**src/rtl/rv32_pkg.sv**
```systemverilog
// rv32_pkg: shared fetch types (hart id, buffered fetch entry) and instruction size
package rv32_pkg;
  localparam int RV32_INSTR_BYTES = 4;
  typedef logic [3:0] rv_hart_id_t;
  typedef struct packed {
    logic [31:0] instr;
    logic [31:0] pc;
    rv_hart_id_t hart;
  } fetch_entry_t;
endpackage

```
**src/rtl/rv32_fetch_fifo.sv**
```systemverilog
// rv32_fetch_fifo: ordered fetch buffer; ports clk/rst, push/push_entry, pop, sq_valid/sq_hart squash-with-compaction, head/count
module rv32_fetch_fifo import rv32_pkg::*; #(
  parameter int DEPTH = 2,
  parameter int CW = $clog2(DEPTH + 1)
) (
  input  logic         clk,
  input  logic         rst,
  input  logic         push,
  input  fetch_entry_t push_entry,
  input  logic         pop,
  input  logic         sq_valid,
  input  rv_hart_id_t  sq_hart,
  output fetch_entry_t head,
  output logic [CW-1:0] count
);
  fetch_entry_t mem_q [DEPTH];
  fetch_entry_t mem_d [DEPTH];
  logic [CW-1:0] count_q, count_d;
  always_comb begin
    int n;
    mem_d = '{default: '0};
    n = 0;
    for (int i = 0; i < DEPTH; i++) begin
      if (i < int'(count_q) && !(pop && i == 0) && !(sq_valid && mem_q[i].hart == sq_hart)) begin
        mem_d[n] = mem_q[i];
        n++;
      end
    end
    if (push && n < DEPTH) begin
      mem_d[n] = push_entry;
      n++;
    end
    count_d = CW'(n);
  end
  always_ff @(posedge clk or posedge rst) begin
    if (rst) begin
      mem_q   <= '{default: '0};
      count_q <= '0;
    end else begin
      mem_q   <= mem_d;
      count_q <= count_d;
    end
  end
  assign head  = mem_q[0];
  assign count = count_q;
endmodule

```
**src/rtl/rv32_barrel_fetch.sv**
```systemverilog
// rv32_barrel_fetch: round-robin multi-hart fetch; ports rv32_clk/rv32_rst, hart_enable, i_req/i_addr/i_data imem, redirect_*, instr_* decode handshake
module rv32_barrel_fetch import rv32_pkg::*; #(
  parameter int NUM_HARTS = 4,
  parameter int XLEN = 32,
  parameter logic [XLEN-1:0] RESET_PC = 32'h0000_0080,
  parameter int FIFO_DEPTH = 2,
  localparam int HART_W = NUM_HARTS > 1 ? $clog2(NUM_HARTS) : 1
) (
  input  logic                 rv32_clk,
  input  logic                 rv32_rst,
  input  logic [NUM_HARTS-1:0] hart_enable,
  output logic                 i_req,
  output logic [XLEN-1:0]      i_addr,
  input  logic [31:0]          i_data,
  input  logic                 redirect_valid,
  input  logic [HART_W-1:0]    redirect_hart,
  input  logic [XLEN-1:0]      redirect_pc,
  output logic                 instr_valid,
  input  logic                 instr_ready,
  output logic [31:0]          instr,
  output logic [XLEN-1:0]      instr_pc,
  output logic [HART_W-1:0]    instr_hart
);
  localparam int CW = $clog2(FIFO_DEPTH + 1);
  logic [XLEN-1:0] pc_q [NUM_HARTS];
  logic [XLEN-1:0] pc_d [NUM_HARTS];
  logic [NUM_HARTS-1:0] out_q, out_d, redir, elig;
  logic [HART_W-1:0] rr_q, rr_d, if_hart_q, sel;
  logic [XLEN-1:0] if_pc_q;
  logic if_q, found, pop, push, room;
  logic [CW-1:0] count;
  fetch_entry_t head, push_entry;
  function automatic logic [HART_W:0] rr_pick(input logic [NUM_HARTS-1:0] el, input logic [HART_W-1:0] ptr);
    logic [HART_W:0] r;
    r = '0;
    for (int k = NUM_HARTS; k >= 1; k--)
      if (el[(int'(ptr) + k) % NUM_HARTS]) r = {1'b1, HART_W'((int'(ptr) + k) % NUM_HARTS)};
    return r;
  endfunction
  always_comb begin
    for (int h = 0; h < NUM_HARTS; h++) redir[h] = redirect_valid && int'(redirect_hart) == h;
    elig = hart_enable & ~out_q & ~redir;
  end
  assign {found, sel} = rr_pick(elig, rr_q);
  assign pop   = instr_valid & instr_ready;
  assign room  = int'(count) + int'(if_q) - int'(pop) < FIFO_DEPTH;
  assign i_req = !rv32_rst && found && room;
  assign i_addr = i_req ? pc_q[sel] : '0;
  // A word returning for a hart redirected this cycle is stale and never enters the buffer.
  assign push = if_q && !(redirect_valid && redirect_hart == if_hart_q);
  assign push_entry = fetch_entry_t'{instr: i_data, pc: 32'(if_pc_q), hart: rv_hart_id_t'(if_hart_q)};
  always_comb begin
    pc_d  = pc_q;
    out_d = out_q;
    rr_d  = rr_q;
    if (i_req) begin
      pc_d[sel]  = pc_q[sel] + XLEN'(RV32_INSTR_BYTES);
      out_d[sel] = 1'b1;
      rr_d       = sel;
    end
    for (int h = 0; h < NUM_HARTS; h++) begin
      if ((pop && int'(head.hart) == h) || redir[h]) out_d[h] = 1'b0;
      if (redir[h]) pc_d[h] = redirect_pc & ~XLEN'(3);
    end
  end
  always_ff @(posedge rv32_clk or posedge rv32_rst) begin
    if (rv32_rst) begin
      pc_q      <= '{default: RESET_PC};
      out_q     <= '0;
      rr_q      <= HART_W'(NUM_HARTS - 1);
      if_q      <= 1'b0;
      if_hart_q <= '0;
      if_pc_q   <= '0;
    end else begin
      pc_q      <= pc_d;
      out_q     <= out_d;
      rr_q      <= rr_d;
      if_q      <= i_req;
      if_hart_q <= sel;
      if_pc_q   <= i_addr;
    end
  end
  rv32_fetch_fifo #(.DEPTH(FIFO_DEPTH), .CW(CW)) u_fifo (
    .clk(rv32_clk),
    .rst(rv32_rst),
    .push(push),
    .push_entry(push_entry),
    .pop(pop),
    .sq_valid(redirect_valid),
    .sq_hart(rv_hart_id_t'(redirect_hart)),
    .head(head),
    .count(count)
  );
  assign instr_valid = count != '0;
  assign instr       = head.instr;
  assign instr_pc    = XLEN'(head.pc);
  assign instr_hart  = head.hart[HART_W-1:0];
endmodule

```
**config.mk**
```make
export PLATFORM = sky130hd
export DESIGN_NAME = rv32_barrel_fetch
export DESIGN_NICKNAME = d
export VERILOG_FILES = /design/src/rtl/rv32_pkg.sv /design/src/rtl/rv32_fetch_fifo.sv /design/src/rtl/rv32_barrel_fetch.sv
export SDC_FILE = /design/constraint.sdc
export NUM_CORES = 1
export LEC_CHECK = 0
export ABC_AREA = 0
export BUFFER_PORTS_ARGS = -buffer_cell sky130_fd_sc_hd__buf_2
export CAP_MARGIN = 15
export CORE_MARGIN = 2
export CORE_UTILIZATION = 40
export DETAILED_ROUTE_END_ITERATION = 16
export PLACE_DENSITY = 0.64
export SLEW_MARGIN = 20
export SYNTH_ARGS = -nofsm -noshare
export SYNTH_HDL_FRONTEND = slang
export SYNTH_SLANG_ARGS = --single-unit
```
**constraint.sdc**
```tcl
create_clock -name rv32_clk -period 23.9 [get_ports rv32_clk]
set_clock_uncertainty 0.2 [all_clocks]
set_input_delay 4.78 -clock rv32_clk [delete_from_list [all_inputs] [get_ports rv32_clk]]
set_output_delay 4.78 -clock rv32_clk [all_outputs]
set_load 0.03 [all_outputs]
```
==> summary.md, run 1 <==
| Metric | Value |
|---|---|
| First-pass GRT wire length | `69,400 um` |
| Max-cap violation count | `0` |
| Synth Area per Inst | `9.621 um^2` |
| GP Congestion | `0.8361` |
| Antenna viol nets, final | `0` |
| Reg2reg start | `rr_q[1]` |
| Largest net degree at the start of global routing | `139` |
| Unrepaired setup endpoints after global routing | `false` |
| #FFs+latches synth | `307` |
| Post-CTS setup buffer count | `0` |
| Worst R2R Path Depth | `11` |
| Vias post-DR | `12,430` |
| Post-layout min period | `13,700 ps` |
| Leakage | `7.721 nW` |
| Die area | `0.03862 mm^2` |
| Final hold vios | `0` |
| Routed wire length | `44,630 um` |
| First-pass iteration count of the detailed router | `6` |
| Overflow left after global routing | `0` |
| Latest clock arrival within the worst-skew pair | `520 ps` |
| Clock buffer count from CTS | `34` |
| Fmax | `0.07298 GHz` |
| R2R setup slack | `18,860 ps` |
| Die Ht | `196.5 um` |
| Synth warn | `0` |
| Rel. slew slack | `0.2623` |
| Initial antenna violation count | `7` |
| Place WS | `10,280 ps` |
| DPL Wire Length | `27,360 um` |
| Critical-path maximum fanout | `38` |
| Die width | `196.5 um` |
| Area growth, synth to finish | `12.62%` |
| Clock-pin slew on the worst setup and hold paths | `60 ps` |
| Status | `completed` |
| Crit path cell chain | `buf_2 -> and3b_1 -> buf_4 -> o22ai_1 -> a32oi_2 -> nand2_1 -> inv_2 -> a211oi_1 -> a31oi_1 -> and2_1 -> buf_2` |
| Vias in the first global route | `12,150` |
| Net count, final | `1,669` |
| Sequential fraction of the synthesis area | `0.5186` |
| CP max stage cell | `a32oi_2` |
| Type of element launching the critical path | `input port` |
| Initial Utilization | `0.4060` |
| Min-delay src | `if_pc_q[3]` |
| TritonCTS clock tree | `done` |
| DRC errors left | `0` |
| Mapped Area | `0.01483 mm^2` |
| GRT Util Overall | `0.2263` |
| Clock Path Buffers | `3` |
| Port bufs | `171` |
| Post-synthesis mux area share | `0` |
| Syn Nets | `1,622` |
| Worst Hold Path Cells | `2` |
| Crit Path Class | `input port to output pin` |
| Crit path arrival time | `8720 ps` |
| Syn Inst Count | `1,541` |
| Root buf cell | `clkbuf_16` |
| Async SR Flop Fraction | `1.000` |
| Cts hold-fix bufs | `0` |
| Final Setup Violations | `0` |
| Worst setup margin | `10,200 ps` |
| Simple-Gate Fraction of Synth Area | `0.1621` |
| Io pins | `174` |
| Peak VDD IR | `0.05252 mV` |
| Critical Path Max Stage Delay | `710 ps` |
| Pwr Density | `137.1 mW/mm^2` |
| Tightest Pin Transition | `1104 ps` |
| Area fraction in compound gates after synthesis | `0.2186` |
| Post-CTS resize count | `0` |
| Max-slew violations | `0` |
| Post-DR vias/cell | `5.972` |
| Core Footprint | `0.03652 mm^2` |
| Library cells used by synthesis | `69` |
| Util after Layout | `0.4572` |
| Share of layout cells above drive strength 1 | `0.1885` |
| Main flop type after synthesis | `dfrtp_1` |
| CP Capture Type | `output pin` |
| Iteration-0 DRC Markers | `1,297` |
| Most used cell, CP | `buf_2` |
| Post-synthesis adder-cell area fraction | `0.006414` |
| Hold Path Class | `flip-flop to flip-flop` |
| WP data required | `18,920 ps` |
| Final Cycle Share | `0.5733` |
| Total negative slack | `0 ps` |
| Reg2reg end | `pc_q[59]` |
| Sink Count | `307` |
| Number of diodes | `0` |
| Largest family of logic cells by synthesized area | `compound AO/OA/AOI/OAI gates` |
| H-tree depth | `2` |
| WL/cell | `21.45 um` |
| Area share of xor/xnor cells in the synthesized design | `0.02228` |
| Number of flops mapped to enable cells by yosys | `0` |
| Hold Path End | `u_fifo.mem_q[7]` |
| Cell row count | `70` |
-- cell type report --
type,count,area (um^2)
fillers,3432,19820
well taps,468,585.6
multi-input cells,1031,6141
repair buffers,194,1028
clock inverters,8,117.6
inverters,20,82.58
flip-flops and latches,307,7690
clock buffers,53,1054
-- Yosys cell counts (18+ instances only) --
cell type	n	share of area
buf_4	73	0.037
a22oi_1	188	0.095
nand3_1	87	0.029
xor2_1	20	0.012
nor3_1	23	0.0078
clkbuf_1	87	0.022
o21ai_0	168	0.057
nor2_1	71	0.018
inv_1	18	0.0046
dfrtp_1	301	0.51
nand2_1	246	0.062
o21ai_1	45	0.015
-- sequential cells by signal (all words and copies together), names as in the netlist --
| register | cells |
|---|---|
| pc_q | 128 |
| u_fifo.head | 68 |
| u_fifo.mem_q | 68 |
| if_pc_q | 32 |
| out_q | 4 |
| if_hart_q | 2 |
| rr_q | 2 |
| u_fifo.count | 2 |
| if_q | 1 |
-- report_power, final --
part	internal [W]	total [W]	switching (W)	leakage, nW
Combinational	0.000278	0.000980	0.000702	3.10
Clock	0.000326	0.000539	0.000212	0.569
Sequential	0.000678	0.000770	0.0000918	4.05
Total	0.00128	0.00229	0.00101	7.72
-- kinds of logic after synthesis --
kind of cell	after synthesis
compound gates	486
xor+xnor	36
fa+ha+maj	7
buf+inv	203
flops	307
simple gates	502
-- layer usage --
| metal | wire, um | track usage |
|---|---|---|
| met5 | 98 | 0 |
| met4 | 1546 | 0.09484 |
| met3 | 3878 | 0.05613 |
| met2 | 20470 | 0.3528 |
| met1 | 18640 | 0.3018 |
-- how the worst max path moves through the flow --
stage | from | to | slack, ps | depth (start not counted)
after floorplan | rv32_rst | i_addr[10] | 6290 | 5
after global placement | redirect_hart[0] | i_addr[29] | 10330 | 11
after detailed placement | redirect_hart[1] | i_addr[14] | 10280 | 12
after CTS | redirect_hart[1] | i_addr[14] | 10290 | 12
after global routing | redirect_hart[1] | i_addr[14] | 9950 | 12
final | redirect_hart[0] | i_addr[29] | 10200 | 11
-- metrics by stage --
step	hold WS [ps]	total power, W	instances	cell area, um^2
finish	261.7	0.002289	2081	16700
global route	279.2	0.002415	2081	16700
CTS	264.1	0.002286	2081	16700
detailed placement	247.8	0.001738	2020	15530
global placement	248.7	0.001720	2020	15530
floorplan	238.6	0.001473	1541	14830
-- cells in the final DEF (no fill, tap or decap), types with 3 or more instances in the layout --
| cell type | Yosys | routed |
|---|---|---|
| buf_2 | 12 | 171 |
| nor2_1 | 71 | 65 |
| nand3b_1 | 5 | 5 |
| o211ai_1 | 5 | 5 |
| nor4_4 | 4 | 4 |
| dfrtp_1 | 301 | 301 |
| and2_1 | 9 | 7 |
| clkbuf_8 | 0 | 11 |
| a32oi_1 | 11 | 11 |
| clkbuf_16 | 0 | 35 |
| a32o_1 | 11 | 11 |
| a2bb2oi_1 | 12 | 12 |
| ha_1 | 6 | 6 |
| dfstp_2 | 6 | 6 |
| a22oi_1 | 188 | 188 |
| o22ai_1 | 3 | 3 |
| buf_4 | 73 | 23 |
| inv_1 | 18 | 17 |
| nor2b_1 | 6 | 6 |
| o21bai_1 | 5 | 5 |
| o21ai_0 | 168 | 167 |
| nor4_2 | 5 | 5 |
| xnor2_1 | 14 | 14 |
| a21oi_1 | 4 | 4 |
| o21ai_1 | 45 | 46 |
| and3_1 | 11 | 11 |
| nand3_1 | 87 | 87 |
| nand2b_1 | 5 | 5 |
| a31oi_1 | 4 | 4 |
| nor2_4 | 2 | 8 |
| or2_2 | 3 | 3 |
| o221ai_1 | 8 | 8 |
| clkbuf_1 | 87 | 7 |
| or3_1 | 4 | 4 |
| xor2_1 | 20 | 20 |
| nand2_1 | 246 | 245 |
| a211oi_1 | 4 | 4 |
| nor3_1 | 23 | 23 |
-- worst max-delay path, delay by kind of cell --
kind | cells | cell delay (ps)
compound gates | 4 | 1300
buf+inv | 4 | 1510
simple gates | 3 | 1100
(Power assumes the default switching activity.)
==> inputs of run 2 (changes only) <==
- clock period: 23.9 -> 13.45 ns (I/O delays scaled with it)
==> run 2 against run 1 <==
Compared with the run above: die area unchanged; utilization up 0.34 points; via count about the same; non-clock buffer count down 2; setup slack worse by 6900 ps; global-route usage up 0.51 points; routed wire length up 0.76%; first-iteration DRC count down 22%; cell count about the same; flip-flop and latch count unchanged; design area up 0.73%; count of clock-buffer cells in the layout down 6; largest power group unchanged.
==> summary.md, run 2 (same netlist as run 1, synthesis figures left out) <==
| Metric | Value |
|---|---|
| Status | `completed (unchanged)` |
| GP Congestion | `0.8568 (was 0.8361)` |
| Root buf cell | `clkbuf_16 (unchanged)` |
| Total negative slack | `0 ps (unchanged)` |
| Io pins | `174 (unchanged)` |
| R2R setup slack | `8340 ps (was 18,860 ps)` |
| First-pass GRT wire length | `70,880 um (was 69,400 um)` |
| DPL Wire Length | `27,620 um (was 27,360 um)` |
| CP Capture Type | `output pin (unchanged)` |
| WL/cell | `21.60 um (was 21.45 um)` |
| Min-delay src | `if_pc_q[8] (was if_pc_q[3])` |
| Vias post-DR | `12,430 (about the same)` |
| First-pass iteration count of the detailed router | `6 (unchanged)` |
| Routed wire length | `44,970 um (was 44,630 um)` |
| Tightest Pin Transition | `1115 ps (was 1104 ps)` |
| Util after Layout | `0.4606 (was 0.4572)` |
| Max-cap violation count | `0 (unchanged)` |
| Initial Utilization | `0.4060 (unchanged)` |
| Max-slew violations | `0 (unchanged)` |
| TritonCTS clock tree | `done (unchanged)` |
| Cell row count | `70 (unchanged)` |
| Rel. slew slack | `0.2554 (was 0.2623)` |
| Largest net degree at the start of global routing | `127 (was 139)` |
| Peak VDD IR | `0.1225 mV (was 0.05252 mV)` |
| Overflow left after global routing | `0 (unchanged)` |
| Post-DR vias/cell | `5.970 (was 5.972)` |
| Type of element launching the critical path | `input port (unchanged)` |
| Total chip power | `0.004178 W (was 0.002289 W)` |
| Clock Path Buffers | `3 (unchanged)` |
| Die area | `0.03862 mm^2 (unchanged)` |
| Unrepaired setup endpoints after global routing | `false (unchanged)` |
| Clock buffer count from CTS | `35 (was 34)` |
| Final hold vios | `0 (unchanged)` |
| DRC errors left | `0 (unchanged)` |
| Clock-pin slew on the worst setup and hold paths | `60 ps (about the same)` |
| Hold Path End | `u_fifo.mem_q[12] (was u_fifo.mem_q[7])` |
| Sink Count | `307 (unchanged)` |
| Port bufs | `171 (unchanged)` |
| Share of layout cells above drive strength 1 | `0.1873 (was 0.1885)` |
| Post-CTS setup buffer count | `0 (unchanged)` |
| Most frequent cells in the layout | `dfrtp_1 (301), nand2_1 (245), a22oi_1 (188), buf_2 (171), o21ai_0 (167) (unchanged)` |
| Largest register FFs | `128 (unchanged)` |
| Net count, final | `1,668 (was 1,669)` |
| Vias in the first global route | `12,330 (was 12,150)` |
| Most common cell after layout, fill and taps aside | `dfrtp_1 (unchanged)` |
| Worst Hold Path Cells | `2 (unchanged)` |
| GRT Util Overall | `0.2315 (was 0.2263)` |
| Reg2reg start | `out_q[1] (was rr_q[1])` |
| Crit path arrival time | `7260 ps (was 8720 ps)` |
| Crit Path Class | `input port to output pin (unchanged)` |
| Die Ht | `196.5 um (unchanged)` |
| Critical-path maximum fanout | `20 (was 38)` |
| Area growth, synth to finish | `13.45% (was 12.62%)` |
| Reg2reg end | `pc_q[91] (was pc_q[59])` |
| Initial antenna violation count | `9 (was 7)` |
| Post-layout min period | `10,150 ps` |
| Worst R2R Path Depth | `11 (unchanged)` |
| Top reg by flops | `pc_q (unchanged)` |
| Antenna viol nets, final | `0 (unchanged)` |
| Post-CTS resize count | `0 (unchanged)` |
| Latest clock arrival within the worst-skew pair | `520 ps (about the same)` |
| Hold Path Class | `flip-flop to flip-flop (unchanged)` |
| Pwr Density | `248.4 mW/mm^2 (was 137.1 mW/mm^2)` |
| Final Setup Violations | `0 (unchanged)` |
| Core Footprint | `0.03652 mm^2 (unchanged)` |
| WP data required | `10,560 ps (was 18,920 ps)` |
| Cts hold-fix bufs | `0 (unchanged)` |
| Die width | `196.5 um (unchanged)` |
| H-tree depth | `2 (unchanged)` |
| Iteration-0 DRC Markers | `1,016 (was 1,297)` |
| Leakage | `7.784 nW (was 7.721 nW)` |
| Final Cycle Share | `0.7550` |
| Fmax | `0.09848 GHz` |
## run 2: worst max-delay path: stages
cell and delay (ps):
buf_2 240, and3b_1 940, buf_4 450, o22ai_1 150
a32oi_2 670, nand2_1 650, inv_2 570, a211oi_1 100
a31oi_1 320, and2_1 240, buf_2 220
## run 2: worst max path at each step
stage / startpoint / end / slack, ps / cells past startpoint
5_1_grt: redirect_hart[0] / i_addr[29] / 3110 / 11
3_3_place_gp: redirect_hart[0] / i_addr[29] / 3510 / 11
3_5_place_dp: redirect_hart[0] / i_addr[29] / 3450 / 11
2_1_floorplan: rv32_rst / i_addr[10] / 20 / 5
4_1_cts: redirect_hart[0] / i_addr[29] / 3430 / 11
6_report: redirect_hart[0] / i_addr[29] / 3300 / 11
## run 2: routing by layer
| metal | vias up | part of all wire | wire [um] | global-route usage |
|---|---|---|---|---|
| met1 | 6125 | 0.41 | 18350 | 0.3085 |
| met5 | - | 0.0019 | 84 | 0 |
| met3 | 139 | 0.085 | 3833 | 0.05253 |
| li1 | 5567 | - | - | - |
| met2 | 584 | 0.47 | 20940 | 0.3597 |
| met4 | 14 | 0.039 | 1768 | 0.1077 |
## run 2: where the power goes
part	internal, W	switching (W)
registers	0.00120	0.000166
logic	0.000491	0.00124
clock network	0.000687	0.000391
## run 2: layout make-up
class / count / area [um^2]
flip-flops and latches: 307 / 7690
clock buffers: 47 / 982.2
repair buffers: 192 / 1013
inverters: 20 / 82.58
multi-input cells: 1031 / 6145
diodes: 2 / 5.005
clock inverters: 15 / 317.8
well taps: 468 / 585.6
fillers: 3435 / 19700
## run 2: metrics by stage
stage          setup WS [ps]  area (um^2)  hold WS, ps  instances
2_1_floorplan          21.90        14830        238.6       1541
3_3_place_gp            3513        15520        247.2       2018
3_5_place_dp            3454        15520        251.3       2018
4_1_cts                 3432        16820        260.6       2080
5_1_grt                 3113        16820        278.0       2081
6_report                3296        16820        256.1       2082
==> inputs of run 3 (changes only) <==
- PLACE_DENSITY: 0.64 -> 0.67
- clock period: 13.45 -> 8.9 ns (I/O delays scaled with it)
==> run 3 against run 2 <==
Compared with the run above: register-to-register slack lost 4500 ps; sequential power rose by 51%; sequential share of layout area up 0.40 points; power rose by 45%; largest cell class unchanged; first-iteration DRC count grew 18%; clock power up 24%; critical path depth is 2 lower; design area down 0.88%; non-clock buffer count up 12; flip-flop and latch count unchanged; via count increased by 0.35%; routed wire length decreased by 0.99%.
==> summary.md, run 3 (same netlist as run 1, synthesis figures left out) <==
| Metric | Value |
|---|---|
| Seq pwr share | `0.342 (was 0.328)` |
| Critical Path Max Stage Delay | `640 ps (was 940 ps)` |
| Rel. slew slack | `0.2378 (was 0.2554)` |
| Final hold vios | `0 (unchanged)` |
| Post-CTS setup buffer count | `0 (unchanged)` |
| TritonCTS clock tree | `done (unchanged)` |
| Final Cycle Share | `0.8599` |
| Post-CTS resize count | `0 (unchanged)` |
| Hold Path Class | `flip-flop to flip-flop (unchanged)` |
| Net count, final | `1,676 (was 1,668)` |
| Peak VDD IR | `0.1741 mV (was 0.1225 mV)` |
| Post-route insts no fill | `2,090 (was 2,082)` |
| Largest register FFs | `128 (unchanged)` |
| Worst R2R Path Depth | `11 (unchanged)` |
| Die area | `0.03862 mm^2 (unchanged)` |
| Type of element launching the critical path | `input port (unchanged)` |
| Clock Path Buffers | `3 (unchanged)` |
| Place WS | `1343 ps (was 3454 ps)` |
| WL/cell | `21.31 um (was 21.60 um)` |
| Most common cell after layout, fill and taps aside | `dfrtp_1 (unchanged)` |
| Placed insts | `2,030 (was 2,018)` |
| Pwr Density | `364.4 mW/mm^2 (was 248.4 mW/mm^2)` |
| R2R setup slack | `3820 ps (was 8340 ps)` |
| P_sw | `0.002689 W (was 0.001795 W)` |
| DPL Wire Length | `27,430 um (was 27,620 um)` |
| Max-slew violations | `0 (unchanged)` |
| WP data required | `6920 ps (was 10,560 ps)` |
| Crit path arrival time | `5670 ps (was 7260 ps)` |
| Largest net degree at the start of global routing | `181 (was 127)` |
| Total chip power | `0.006075 W (was 0.004178 W)` |
| Tightest Pin Transition | `1141 ps (was 1115 ps)` |
| Crit path cell chain | `buf_2 -> and3b_2 -> nor2_4 -> o32a_1 -> nand2_1 -> inv_2 -> a32o_1 -> nor2_1 -> buf_2 (was buf_2 -> and3b_1 -> buf_4 -> o22ai_1 -> a32oi_2 -> nand2_1 -> inv_2 -> a211oi_1 -> a31oi_1 -> and2_1 -> buf_2)` |
| Vias in the first global route | `12,160 (was 12,330)` |
| CP Capture Type | `output pin (unchanged)` |
| Die Ht | `196.5 um (unchanged)` |
| DRC errors left | `0 (unchanged)` |
| Root buf cell | `clkbuf_16 (unchanged)` |
| Core Footprint | `0.03652 mm^2 (unchanged)` |
| Clock-pin slew on the worst setup and hold paths | `60 ps (about the same)` |
| Cts hold-fix bufs | `0 (unchanged)` |
| Final instance area | `0.01667 mm^2 (was 0.01682 mm^2)` |
| CP max stage cell | `o32a_1 (was and3b_1)` |
| WP buf/inv | `3 (was 4)` |
| GRT Util Overall | `0.2282 (was 0.2315)` |
| Delay-heaviest family, CP | `simple AND/OR/NAND/NOR gates (unchanged)` |
| Top reg by flops | `pc_q (unchanged)` |
| Crit Path Class | `input port to output pin (unchanged)` |
| Most used cell, CP | `buf_2 (unchanged)` |
| Min-delay src | `if_pc_q[10] (was if_pc_q[8])` |
| Fmax | `0.1307 GHz` |
| Gate power share | `0.438 (was 0.414)` |
| Status | `completed (unchanged)` |
| Clock buffer count from CTS | `31 (was 35)` |
| Area growth, synth to finish | `12.46% (was 13.45%)` |
| Cell row count | `70 (unchanged)` |
| Pint | `0.003386 W (was 0.002383 W)` |
| Worst Hold Path Cells | `2 (unchanged)` |
| Leakage | `7.724 nW (was 7.784 nW)` |
| Die width | `196.5 um (unchanged)` |
| Post-layout min period | `7653 ps` |
| Sink Count | `307 (unchanged)` |
| Reg2reg end | `pc_q[59] (was pc_q[91])` |
| Power share of the clock group | `0.221 (was 0.258)` |
| Iteration-0 DRC Markers | `1,203 (was 1,016)` |
| First-pass iteration count of the detailed router | `6 (unchanged)` |
| Net Sw Frac | `0.4426 (was 0.4296)` |
| Total negative slack | `0 ps (unchanged)` |
| First-pass GRT wire length | `70,010 um (was 70,880 um)` |
| Hold Path End | `u_fifo.mem_q[14] (was u_fifo.mem_q[12])` |
| Fillcell total | `3,444 (was 3,435)` |
| Max-cap violation count | `0 (unchanged)` |
| Final Setup Violations | `0 (unchanged)` |
| Overflow left after global routing | `0 (unchanged)` |
| H-tree depth | `1 (was 2)` |
| Unrepaired setup endpoints after global routing | `false (unchanged)` |
| Critical-path maximum fanout | `39 (was 20)` |
| Area post-placement | `0.01561 mm^2 (was 0.01552 mm^2)` |
| Post-DR vias/cell | `5.967 (was 5.970)` |
| Initial Utilization | `0.4060 (unchanged)` |
| Initial antenna violation count | `7 (was 9)` |
| Antenna viol nets, final | `0 (unchanged)` |
| Worst setup margin | `1247 ps (was 3296 ps)` |
| Most frequent cells in the layout | `dfrtp_1 (301), nand2_1 (245), a22oi_1 (188), buf_2 (171), o21ai_0 (167) (unchanged)` |
| Latest clock arrival within the worst-skew pair | `570 ps (was 520 ps)` |
| GP Congestion | `0.8772 (was 0.8568)` |
| Io pins | `174 (unchanged)` |
| Port bufs | `171 (unchanged)` |
| Reg2reg start | `out_q[1] (unchanged)` |
| Routed wire length | `44,530 um (was 44,970 um)` |
| Share of layout cells above drive strength 1 | `0.1921 (was 0.1873)` |
| Vias post-DR | `12,470 (was 12,430)` |
## run 3: cell types whose count changed in the layout (fill, tap and decap cells not counted), sizes merged
cell / delta
clkbuf: +1
buf: +12
diode: +1
bufinv: -7
inv: -1
clkinv: +2
## run 3: how the worst max path moves through the flow
stage | startpoint | cells after the start | endpoint
3_3_place_gp | redirect_hart[1] | 9 | i_addr[10]
4_1_cts | redirect_hart[1] | 9 | i_addr[10]
6_report | redirect_hart[0] | 9 | i_addr[10]
2_1_floorplan | rv32_rst | 5 | i_addr[10]
5_1_grt | redirect_hart[1] | 9 | i_addr[10]
3_5_place_dp | redirect_hart[1] | 9 | i_addr[10]
## run 3: area by class of cell
type,count,area [um^2],area share
flip-flops and latches,307,7690,0.4612
multi-input cells,1031,6143,0.3685
repair buffers,204,1116,0.06694
clock buffers,48,949.7,0.05696
well taps,468,585.6,0.03512
clock inverters,9,102.6,0.006153
inverters,20,78.83,0.004728
diodes,3,7.507,0.0004502
## run 3: through the flow
stage          hold slack (ps)  utilization
6_report                 255.7       0.4565
4_1_cts                  248.7       0.4563
3_3_place_gp             246.7       0.4275
3_5_place_dp             249.0       0.4275
5_1_grt                  286.9       0.4564
2_1_floorplan            238.6            -
## run 3: worst reg2reg max path: stages (launching register included)
cell,delay (ps)
dfrtp_1,400
nor2b_1,180
nand2_1,310
o32a_1,640
nand2_1,590
inv_2,390
a32o_1,440
nor4_4,550
nand4_2,340
nor4b_2,440
xor2_1,360
o21ai_1,120
## run 3: per-layer routing
metal / vias to the layer above / GRT usage / share of wire
met4: 8 / 0.09203 / 0.038
met2: 574 / 0.3617 / 0.47
met1: 6176 / 0.3041 / 0.41
met3: 129 / 0.05116 / 0.082
met5: - / 0 / 0.00076
li1: 5585 / - / -
## run 3: power groups by stage
| stage | Clock [W] | Combinational [W] | Sequential, W |
|---|---|---|---|
| 6_report | 0.00134 | 0.00266 | 0.00207 |
| 3_5_place_dp | 0 | 0.00262 | 0.00208 |
| 4_1_cts | 0.00137 | 0.00263 | 0.00206 |
| 2_1_floorplan | 0 | 0.00195 | 0.00200 |
| 3_3_place_gp | 0 | 0.00257 | 0.00207 |
| 5_1_grt | 0.00143 | 0.00286 | 0.00212 |
